File: config.mk
export PLATFORM = sky130hd
export DESIGN_NAME = mem_arbiter
export DESIGN_NICKNAME = d
export VERILOG_FILES = /design/src/rtl/mem_arbiter.sv
export SDC_FILE = /design/constraint.sdc
export NUM_CORES = 1
export LEC_CHECK = 0
export CORE_UTILIZATION = 51
export CTS_CLUSTER_DIAMETER = 60
export DETAILED_ROUTE_END_ITERATION = 10
export GPL_TIMING_DRIVEN = 0
export MAX_ROUTING_LAYER = met4
export PLACE_DENSITY = 0.9
export SKIP_CTS_REPAIR_TIMING = 1
export SLEW_MARGIN = 20
export SYNTH_ARGS = -nofsm -noshare
export SYNTH_HDL_FRONTEND = slang
export SYNTH_SLANG_ARGS = --single-unit
File: constraint.sdc
create_clock -name clk_in -period 5.9 [get_ports clk_in]
set_input_delay 0.885 -clock clk_in [delete_from_list [all_inputs] [get_ports clk_in]]
set_output_delay 0.885 -clock clk_in [all_outputs]
set_load 0.01 [all_outputs]
File: src/rtl/mem_arbiter.sv
// rtl/mem_arbiter.sv - byte-serial RAM arbiter between instruction fetch and load/store
module mem_arbiter (
    input  logic        clk_in,
    input  logic        rst_in,
    input  logic        rdy_in,
    input  logic        clear_in,
    input  logic        io_buffer_full,
    input  logic [7:0]  mem_din,
    output logic [7:0]  mem_dout,
    output logic [31:0] mem_a,
    output logic        mem_wr,
    input  logic        ic_req,
    input  logic [31:0] ic_addr,
    output logic        ic_done,
    output logic [31:0] ic_data,
    input  logic        ls_req,
    input  logic        ls_wr,
    input  logic [1:0]  ls_size,
    input  logic [31:0] ls_addr,
    input  logic [31:0] ls_wdata,
    output logic        ls_done,
    output logic [31:0] ls_rdata
);

    typedef enum logic [1:0] {
        IDLE     = 2'd0,
        IC_READ  = 2'd1,
        LS_READ  = 2'd2,
        LS_WRITE = 2'd3
    } state_t;

    state_t      state;
    logic [1:0]  cnt;         // index of the byte currently on the bus
    logic [1:0]  last_cnt;    // index of the final byte of this transaction
    logic        last_grant;  // 0 = icache served last, 1 = LSU served last
    logic        wr_reg;
    logic [23:0] wbuf;        // store bytes 1..3, latched at grant

    logic        ls_blocked;
    logic        ic_want;
    logic        ls_want;
    logic        grant_ic;
    logic        grant_ls;
    logic        can_grant;
    logic [1:0]  ls_last;
    logic [7:0]  next_wbyte;

    // The strobe drops immediately whenever the system is paused
    assign mem_wr = wr_reg & rdy_in;

    // Arbitration: stores to the UART window wait for buffer space; ties go to the side not served last
    always_comb begin
        ls_blocked = ls_wr && (ls_addr[17:16] == 2'b11) && io_buffer_full;
        ic_want    = ic_req;
        ls_want    = ls_req && !ls_blocked;
        grant_ls   = ls_want && (!ic_want || !last_grant);
        grant_ic   = ic_want && (!ls_want || last_grant);
        // A done pulse still showing means the requester has not yet dropped its request
        can_grant  = !clear_in && !ic_done && !ls_done;
    end

    // Transfer length and next store byte selection
    always_comb begin
        case (ls_size)
            2'd0:    ls_last = 2'd0;
            2'd1:    ls_last = 2'd1;
            default: ls_last = 2'd3;
        endcase
        case (cnt)
            2'd0:    next_wbyte = wbuf[7:0];
            2'd1:    next_wbyte = wbuf[15:8];
            default: next_wbyte = wbuf[23:16];
        endcase
    end

    // Main FSM: grant, step bytes across the RAM port, pulse done, return to IDLE
    always_ff @(posedge clk_in or negedge rst_in) begin
        if (!rst_in) begin
            state      <= IDLE;
            cnt        <= 2'd0;
            last_cnt   <= 2'd0;
            last_grant <= 1'b0;
            wr_reg     <= 1'b0;
            wbuf       <= 24'd0;
            mem_a      <= 32'd0;
            mem_dout   <= 8'd0;
            ic_done    <= 1'b0;
            ic_data    <= 32'd0;
            ls_done    <= 1'b0;
            ls_rdata   <= 32'd0;
        end else if (rdy_in) begin
            ic_done <= 1'b0;
            ls_done <= 1'b0;
            case (state)
                IDLE: begin
                    if (can_grant && grant_ls) begin
                        last_grant <= 1'b1;
                        mem_a      <= ls_addr;
                        cnt        <= 2'd0;
                        last_cnt   <= ls_last;
                        if (ls_wr) begin
                            state    <= LS_WRITE;
                            wr_reg   <= 1'b1;
                            mem_dout <= ls_wdata[7:0];
                            wbuf     <= ls_wdata[31:8];
                        end else begin
                            state    <= LS_READ;
                            ls_rdata <= 32'd0;
                        end
                    end else if (can_grant && grant_ic) begin
                        last_grant <= 1'b0;
                        mem_a      <= ic_addr;
                        cnt        <= 2'd0;
                        last_cnt   <= 2'd3;
                        state      <= IC_READ;
                    end
                end
                IC_READ, LS_READ: begin
                    if (clear_in) begin
                        state <= IDLE;
                        mem_a <= 32'd0;
                    end else begin
                        if (state == IC_READ) begin
                            ic_data[{cnt, 3'b000} +: 8] <= mem_din;
                        end else begin
                            ls_rdata[{cnt, 3'b000} +: 8] <= mem_din;
                        end
                        if (cnt == last_cnt) begin
                            state <= IDLE;
                            mem_a <= 32'd0;
                            if (state == IC_READ) begin
                                ic_done <= 1'b1;
                            end else begin
                                ls_done <= 1'b1;
                            end
                        end else begin
                            mem_a <= mem_a + 32'd1;
                            cnt   <= cnt + 2'd1;
                        end
                    end
                end
                LS_WRITE: begin
                    if (cnt == last_cnt) begin
                        state   <= IDLE;
                        wr_reg  <= 1'b0;
                        mem_a   <= 32'd0;
                        ls_done <= 1'b1;
                    end else begin
                        mem_a    <= mem_a + 32'd1;
                        mem_dout <= next_wbyte;
                        cnt      <= cnt + 2'd1;
                    end
                end
                default: state <= IDLE;
            endcase
        end
    end

endmodule
### After elaboration in Yosys (flattened, before gate mapping)

Index checks and enable logic that the tools add are counted.

| word-level totals | value |
|---|---|
| word-level logic and storage cells | 113 |
| flip-flop bits (word level) | 138 |
| input bits | 114 |

| cells by class | value |
|---|---|
| shift-type cells | 2 |
| equal/unequal tests | 15 |
| add/sub/neg operators | 3 |
| mux-type cells | 46 |
| bitwise operators | 2 |
| reductions and logical operators | 33 |

Operators with widths:

| operator | number |
|---|---|
| 32-bit 2-to-1 mux | 8 |
| 32-bit one-hot mux with 3 select lines | 1 |
| 32-bit bitwise mux | 2 |
| 32-bit one-hot mux with 2 select lines | 1 |
| 32-bit by 1-bit adder with 32-bit output, second input constant | 1 |
| 8-bit one-hot mux with 2 select lines | 2 |
| 8-bit by 7-bit variable shift with 32-bit output, first input constant | 1 |
| 8-bit by 7-bit indexed part select with 32-bit output | 1 |
| 8-bit 2-to-1 mux | 3 |
| 2-bit 2-to-1 mux | 10 |
| 1-bit 2-to-1 mux | 14 |
| 2-bit inequality test, second input constant | 7 |
| 2-bit one-hot mux with 3 select lines | 2 |
| 5-bit AND reduction | 2 |
| 1-bit logical AND | 9 |
| 4-bit AND reduction | 2 |
| 1-bit logical NOT | 7 |
| 5-bit negator with 7-bit output | 1 |
| 2-bit by 1-bit equality test with 1-bit output, second input constant | 3 |
| 2-bit equality test, second input constant | 3 |
| 2-bit logical NOT | 3 |
| 3-bit AND reduction | 2 |
| 6-bit AND reduction | 1 |
| 2-bit nonzero test | 3 |
| other kinds (10) | 12 |

### Depth between registers and ports, before layout

Gate-level depths: netlist of the first run.

| depth | value |
|---|---|
| depth after elaboration | 12 |
| gate-level depth with buffers | 10 |
| mapped depth without buffers | 7 |

### Worst setup path before layout of the first run

No wires, ideal clock.

| timing | value |
|---|---|
| path kind | in2out |
| start point | input port rdy_in |
| end point | output port mem_wr |
| path buffers | 2 |
| slack | 3.429 ns |
| cell stages on the path | 3 |
| arrival time | 1.586 ns |
| cell sequence | clkbuf_1 > clkbuf_1 > and2_1 |

| on the way | value |
|---|---|
| longest elaborated chain between the ends | 1 |

RTL lines:

| what | RTL line | source |
|---|---|---|
| start, declared | 5 | `input logic rdy_in,` |
| 1-bit bitwise AND | 49 | `assign mem_wr = wr_reg & rdy_in;` |
| end, declared | 11 | `output logic mem_wr,` |

No other way between the ends.

### Worst setup path after layout of the first run

Ends and elaborated chain as after synthesis.

==> results.json, run 1 <==
{
  "outcome": "finished, final reports clean",
  "worstSetupPathType": "in2out",
  "clkTransAtPathRegs_ns": 0.06,
  "top_regs": "ic_data: 32 flops, ls_rdata: 32 flops, mem_a: 32 flops",
  "grt_pass1_vias": 7090,
  "io_pins": 221,
  "stdcell_count": 1183,
  "synth_warnings": 0,
  "yosys.area.top_type": "dfrtp_1",
  "crit_path_max_fanout": 10,
  "die_h_um": 120.5,
  "synth-main-ff-cell": "dfrtp_1",
  "wl_met1_um": 8506,
  "synth_area_leaders": "dfrtp_1 48%, o21ai_0 9.2%, nand2_1 8.2%, mux2_2 7.2%, mux2i_1 2.1%",
  "avgSynthCellArea_sq_um": 9.380,
  "dp_hpwl_um": 16480,
  "total_power_w": 0.004371,
  "tightest_slew_ns": 1.069,
  "antenna_found_initial": 0,
  "die_area_sq_mm": 0.01451,
  "fp.coreArea_sq_mm": 0.01345,
  "pre_cts_slack_ns": 2.442,
  "drv_slew": 0,
  "dp.cells": 1151,
  "powerDensity_mw_per_mm2": 433.5,
  "timing.final.ws_setup_ns": 2.605,
  "cts_root_buf": "clkbuf_16",
  "ant_nets": 0,
  "rows": 42,
  "h-tree-depth": 4,
  "synth_nets": 885,
  "route.vias.total": 7318,
  "final_hold_viol_count": 0,
  "synth_area_sq_mm": 0.007157,
  "syn2layout_area_growth_pct": 40.89,
  "synth_edf_count": 0,
  "wl_met2_um": 11230,
  "clock.fmax_ghz": 0.3035,
  "nets": 1116,
  "via_per_inst": 6.186,
  "numPortBuffers": 211,
  "synth_seq_cells": 138,
  "cp-start-kind": "input port",
  "yosysMostFrequentCell": "nand2_1",
  "grt_setup_unrepaired": "false",
  "finClkSkew_ns": 0.006891,
  "rr_worst_depth": 10,
  "grt_max_degree": 90,
  "synth_cells": 763,
  "r2r-end": "mem_a[6]",
  "setup_viol": 0,
  "hold_path.class": "in2async",
  "cts_buffers": 17,
  "track_usage_pct": 34.08,
  "insertedDiodeCount": 0,
  "cap_violations": 0,
  "peakVddDrop_mv": 0.2825,
  "drt_iter0_drc": 727,
  "top_layer": "met4",
  "wirelength_um": 22970,
  "clock_latency_ns": 0.43,
  "overflow": 0,
  "wl_per_cell_um": 19.42,
  "r2r-start": "state[0]",
  "period_share_pct": 55.85,
  "slew_headroom_pct": 28.56,
  "cts_tree": "built",
  "grt_pass1_wl_um": 36800,
  "die_w_um": 120.5,
  "seq_area_frac_synth_pct": 48.25,
  "cts_sinks": 138,
  "drive_above_1_share_pct": 9.930,
  "clk_path_buf_depth": 2,
  "hold_ws_ns": 0.3593,
  "synth_top_cell_area_share_pct": 48.25,
  "ys_top_cells_by_count": "156 x nand2_1, 138 x dfrtp_1, 131 x o21ai_0",
  "synthArstFlopShare_pct": 100.0,
  "ys_types": 56,
  "crit_arrival_ns": 2.41,
  "finalWorstPathRequiredPeriod_ns": 3.295,
  "leakage_nw": 4.127,
  "fill_cells": 943,
  "drc": 0,
  "r2r_slack_ns": 2.80,
  "start_util_pct": 53.20,
  "gp_congestion": 0.9487,
  "wl_met3_um": 2433,
  "firstDrtPassIters": 5,
  "cp.required_ns": 5.02,
  "tns_ns": 0,
  "cp-end-kind": "primary output"
}
-- critical path: stages --
cell and delay [ns]:
clkbuf_1 0.32, clkbuf_1 0.43, and2_1 0.20, clkdlybuf4s50_1 0.57
-- layout make-up --
cell class / count / area, sq um / share of cell area, %
buffer: 51 / 220.2 / 2.184
timing repair buffer: 212 / 2145 / 21.27
clock inverter: 12 / 100.1 / 0.9927
multi-input combinational: 565 / 3455 / 34.26
inverter: 9 / 33.78 / 0.3350
tap: 176 / 220.2 / 2.184
sequential: 138 / 3453 / 34.25
clock buffer: 20 / 456.7 / 4.529
-- per-stage QoR --
| step | utilization [%] | area, sq um |
|---|---|---|
| after floorplan | - | 7157 |
| after global placement | 70.54 | 9489 |
| after detailed placement | 70.78 | 9522 |
| after CTS | 74.92 | 10080 |
| after global routing | 74.95 | 10080 |
| final | 74.95 | 10080 |
-- routing by layer --
metal,GRT usage (%),vias to the layer above
li1,-,3230
met1,41.33,3462
met2,55.06,557
met3,6.462,69
met4,16.20,0
met5,-,-
-- cells by family (layout without fill, tap and decap cells) --
family	after synthesis	after routing	synth area share, %
AOI/OAI and AO/OA	225	225	19.25
buffers and inverters	60	304	3.549
adders and majority gates	8	8	1.399
xor gates and xnor gates	2	2	0.2448
and+or+nand+nor	269	269	17.97
DFF	138	138	48.25
muxes	61	61	9.336
-- cells in the final DEF, fill, tap and decap left out, types with 8 or more instances in the layout --
| cell type | Yosys | layout |
|---|---|---|
| a21oi_1 | 9 | 9 |
| a22oi_1 | 12 | 12 |
| a31oi_1 | 20 | 20 |
| buf_1 | 12 | 12 |
| clkbuf_1 | 30 | 31 |
| clkbuf_16 | 0 | 17 |
| clkdlybuf4s50_1 | 0 | 210 |
| dfrtp_1 | 138 | 138 |
| ha_1 | 8 | 8 |
| inv_1 | 9 | 9 |
| mux2_2 | 46 | 46 |
| mux2i_1 | 15 | 15 |
| nand2_1 | 156 | 156 |
| nand3_1 | 21 | 21 |
| nand4_1 | 13 | 13 |
| nor2_1 | 24 | 24 |
| o21ai_0 | 131 | 131 |
-- how the worst max path moves through the flow --
stage	end	slack (ns)	from
floorplan	mem_wr	3.43	rdy_in
global placement	mem_a[8]	-1.50	rst_in
detailed placement	mem_a[6]	2.44	clear_in
CTS	mem_wr	2.64	rdy_in
global route	mem_wr	2.53	rdy_in
finish	mem_wr	2.61	rdy_in
-- report_power, final --
group          internal [W]  total, W  switching [W]
combinational      0.000841   0.00181       0.000968
clock              0.000597   0.00100       0.000408
sequential          0.00127   0.00156       0.000288
(Power assumes the default switching activity.)
==> inputs of run 2 (changes only) <==
--- a/config.mk
+++ b/config.mk
@@ -5,12 +5,12 @@
 export SDC_FILE = /design/constraint.sdc
 export NUM_CORES = 1
 export LEC_CHECK = 0
-export CORE_UTILIZATION = 51
+export CORE_UTILIZATION = 43
 export CTS_CLUSTER_DIAMETER = 60
 export DETAILED_ROUTE_END_ITERATION = 10
 export GPL_TIMING_DRIVEN = 0
 export MAX_ROUTING_LAYER = met4
-export PLACE_DENSITY = 0.9
+export PLACE_DENSITY = 0.82
 export SKIP_CTS_REPAIR_TIMING = 1
 export SLEW_MARGIN = 20
 export SYNTH_ARGS = -nofsm -noshare
==> constraint.sdc (replaced) <==
create_clock -name clk_in -period 2.9 [get_ports clk_in]
set_input_delay 0.435 -clock clk_in [delete_from_list [all_inputs] [get_ports clk_in]]
set_output_delay 0.435 -clock clk_in [all_outputs]
set_load 0.01 [all_outputs]
==> run 2 against run 1 <==
Against the previous run:
- final area increased by 1.6%
- cell count increased by 3.2%
- combinational power increased by 100%
- clock skew about the same
- first-iteration DRC count decreased by 14%
- largest power group unchanged
==> results.json, run 2 (synthesized netlist as in run 1, its figures left out) <==
{
  "dp.cells": 1191,
  "grt_max_degree": 87,
  "finClkSkew_ns": 0.007290,
  "start_util_pct": 44.57,
  "syn2layout_area_growth_pct": 43.08,
  "final_hold_viol_count": 0,
  "r2r_slack_ns": 0.14,
  "ant_nets": 0,
  "clock.fmax_ghz": 0.3620,
  "slew_headroom_pct": 43.89,
  "cts_sinks": 138,
  "finalWorstPathRequiredPeriod_ns": 2.762,
  "cap_violations": 0,
  "io_pins": 221,
  "via_per_inst": 5.812,
  "setup_viol": 0,
  "peakVddDrop_mv": 0.4770,
  "wl_per_cell_um": 19.02,
  "cp-start-kind": "register",
  "pwr-share-seq_pct": 34.3,
  "fill_cells": 1313,
  "drc": 0,
  "outcome": "finished, final reports clean",
  "intPower_w": 0.005791,
  "antenna_found_initial": 0,
  "critPathSlowestCell": "dfrtp_1",
  "track_usage_pct": 28.83,
  "final_util_pct": 63.77,
  "clk_path_buf_depth": 2,
  "clkTransAtPathRegs_ns": 0.06,
  "drt_iter0_drc": 628,
  "critPathTopFamily": "buffers and inverters",
  "die_area_sq_mm": 0.01716,
  "combPwrFrac_pct": 40.4,
  "crit_arrival_ns": 3.06,
  "fp.coreArea_sq_mm": 0.01606,
  "cts_tree": "built",
  "cp-end-kind": "register",
  "final_cell_mix": "210 x clkdlybuf4s50_1, 156 x nand2_1, 138 x dfrtp_1, 131 x o21ai_0, 46 x mux2_2",
  "crit_path_max_fanout": 10,
  "h-tree-depth": 4,
  "hold_path.class": "reg2reg",
  "cp.required_ns": 3.19,
  "netSwitchingFraction_pct": 36.81,
  "cts_root_buf": "clkbuf_16",
  "numPortBuffers": 211,
  "leakage_nw": 4.183,
  "cts_buffers": 17,
  "path_cells": "inv_1 -> ha_1 -> clkbuf_1 -> nor2b_1 -> o221ai_1 -> clkbuf_2 -> buf_2 -> nand3_1 -> o311ai_0 -> nand3_1",
  "worstSetupPathType": "reg2reg",
  "dp_hpwl_um": 16790,
  "top_regs": "ic_data: 32 flops, ls_rdata: 32 flops, mem_a: 32 flops",
  "slowest_delay_ns": 0.39,
  "p_clk_share_pct": 25.3,
  "nets": 1116,
  "overflow": 0,
  "rows": 46,
  "firstDrtPassIters": 5,
  "grt_setup_unrepaired": "false",
  "insertedDiodeCount": 0,
  "gp_congestion": 0.9311,
  "clock_latency_ns": 0.42,
  "p_switching_w": 0.003374,
  "powerDensity_mw_per_mm2": 895.1,
  "die_h_um": 131.0,
  "drive_above_1_share_pct": 10.75,
  "tightest_slew_ns": 0.8416,
  "period_share_pct": 95.25,
  "route.vias.total": 7096,
  "path_buf_inv": 4,
  "drv_slew": 0,
  "grt_pass1_wl_um": 36070,
  "mostFrequentLayoutCell": "clkdlybuf4s50_1",
  "tns_ns": 0,
  "grt_pass1_vias": 6817,
  "stdcell_count": 1221,
  "wirelength_um": 23220,
  "critical_path.most_common_cell": "nand3_1",
  "die_w_um": 131.0
}
-- run 2: worst min-delay path: stages (launching register included) --
cell	delay, ns
dfrtp_1	0.34
nand2_1	0.05
o21ai_0	0.06
-- run 2: cell type report --
class,count,area (sq um),area share [%]
Tap cell,216,270.3,2.639
Clock buffer,20,456.7,4.460
Inverter,9,33.78,0.3299
Sequential cell,138,3453,33.72
Buffer,50,226.5,2.212
Timing Repair Buffer,213,2155,21.04
Clock inverter,10,167.7,1.637
Multi-Input combinational cell,565,3477,33.96
-- run 2: path summary, 6_finish.rpt --
path,start,to,cells after the start
worst max-delay path,state[0],mem_a[24],10
worst min-delay path,ic_data[9],ic_data[9],2
worst max register to register,state[0],mem_a[24],10
worst min register to register,ic_data[9],ic_data[9],2
max in group asynchronous,rst_in,mem_a[6],3
min in group asynchronous,rst_in,ic_data[14],2
-- run 2: per-layer routing --
layer,track usage [%],wire (um),vias up
met2,46.56,11320,408
met4,11.22,693,0
met3,5.863,2078,57
met1,35.48,9127,3389
met5,-,0,-
li1,-,-,3242
-- run 2: power by group through the flow --
stage          Combinational [W]  Clock (W)  Sequential [W]
3_3_place_gp             0.00356          0         0.00311
6_report                 0.00370    0.00232         0.00314
2_1_floorplan            0.00175          0         0.00321
4_1_cts                  0.00366    0.00234         0.00313
3_5_place_dp             0.00363          0         0.00314
5_1_grt                  0.00403    0.00242         0.00322
-- run 2: through the flow --
stage / hold slack [ns] / setup slack (ns) / power, W / instance area (sq um)
2_1_floorplan: 0.1394 / 0.6125 / 0.004968 / 7157
3_3_place_gp: 0.4613 / -4.138 / 0.006677 / 9539
4_1_cts: -0.07510 / -0.1433 / 0.009120 / 10200
6_report: 0.4770 / 0.1377 / 0.009165 / 10240
5_1_grt: 0.4936 / 0.01114 / 0.009670 / 10240
3_5_place_dp: 0.3716 / -0.2014 / 0.006770 / 9572
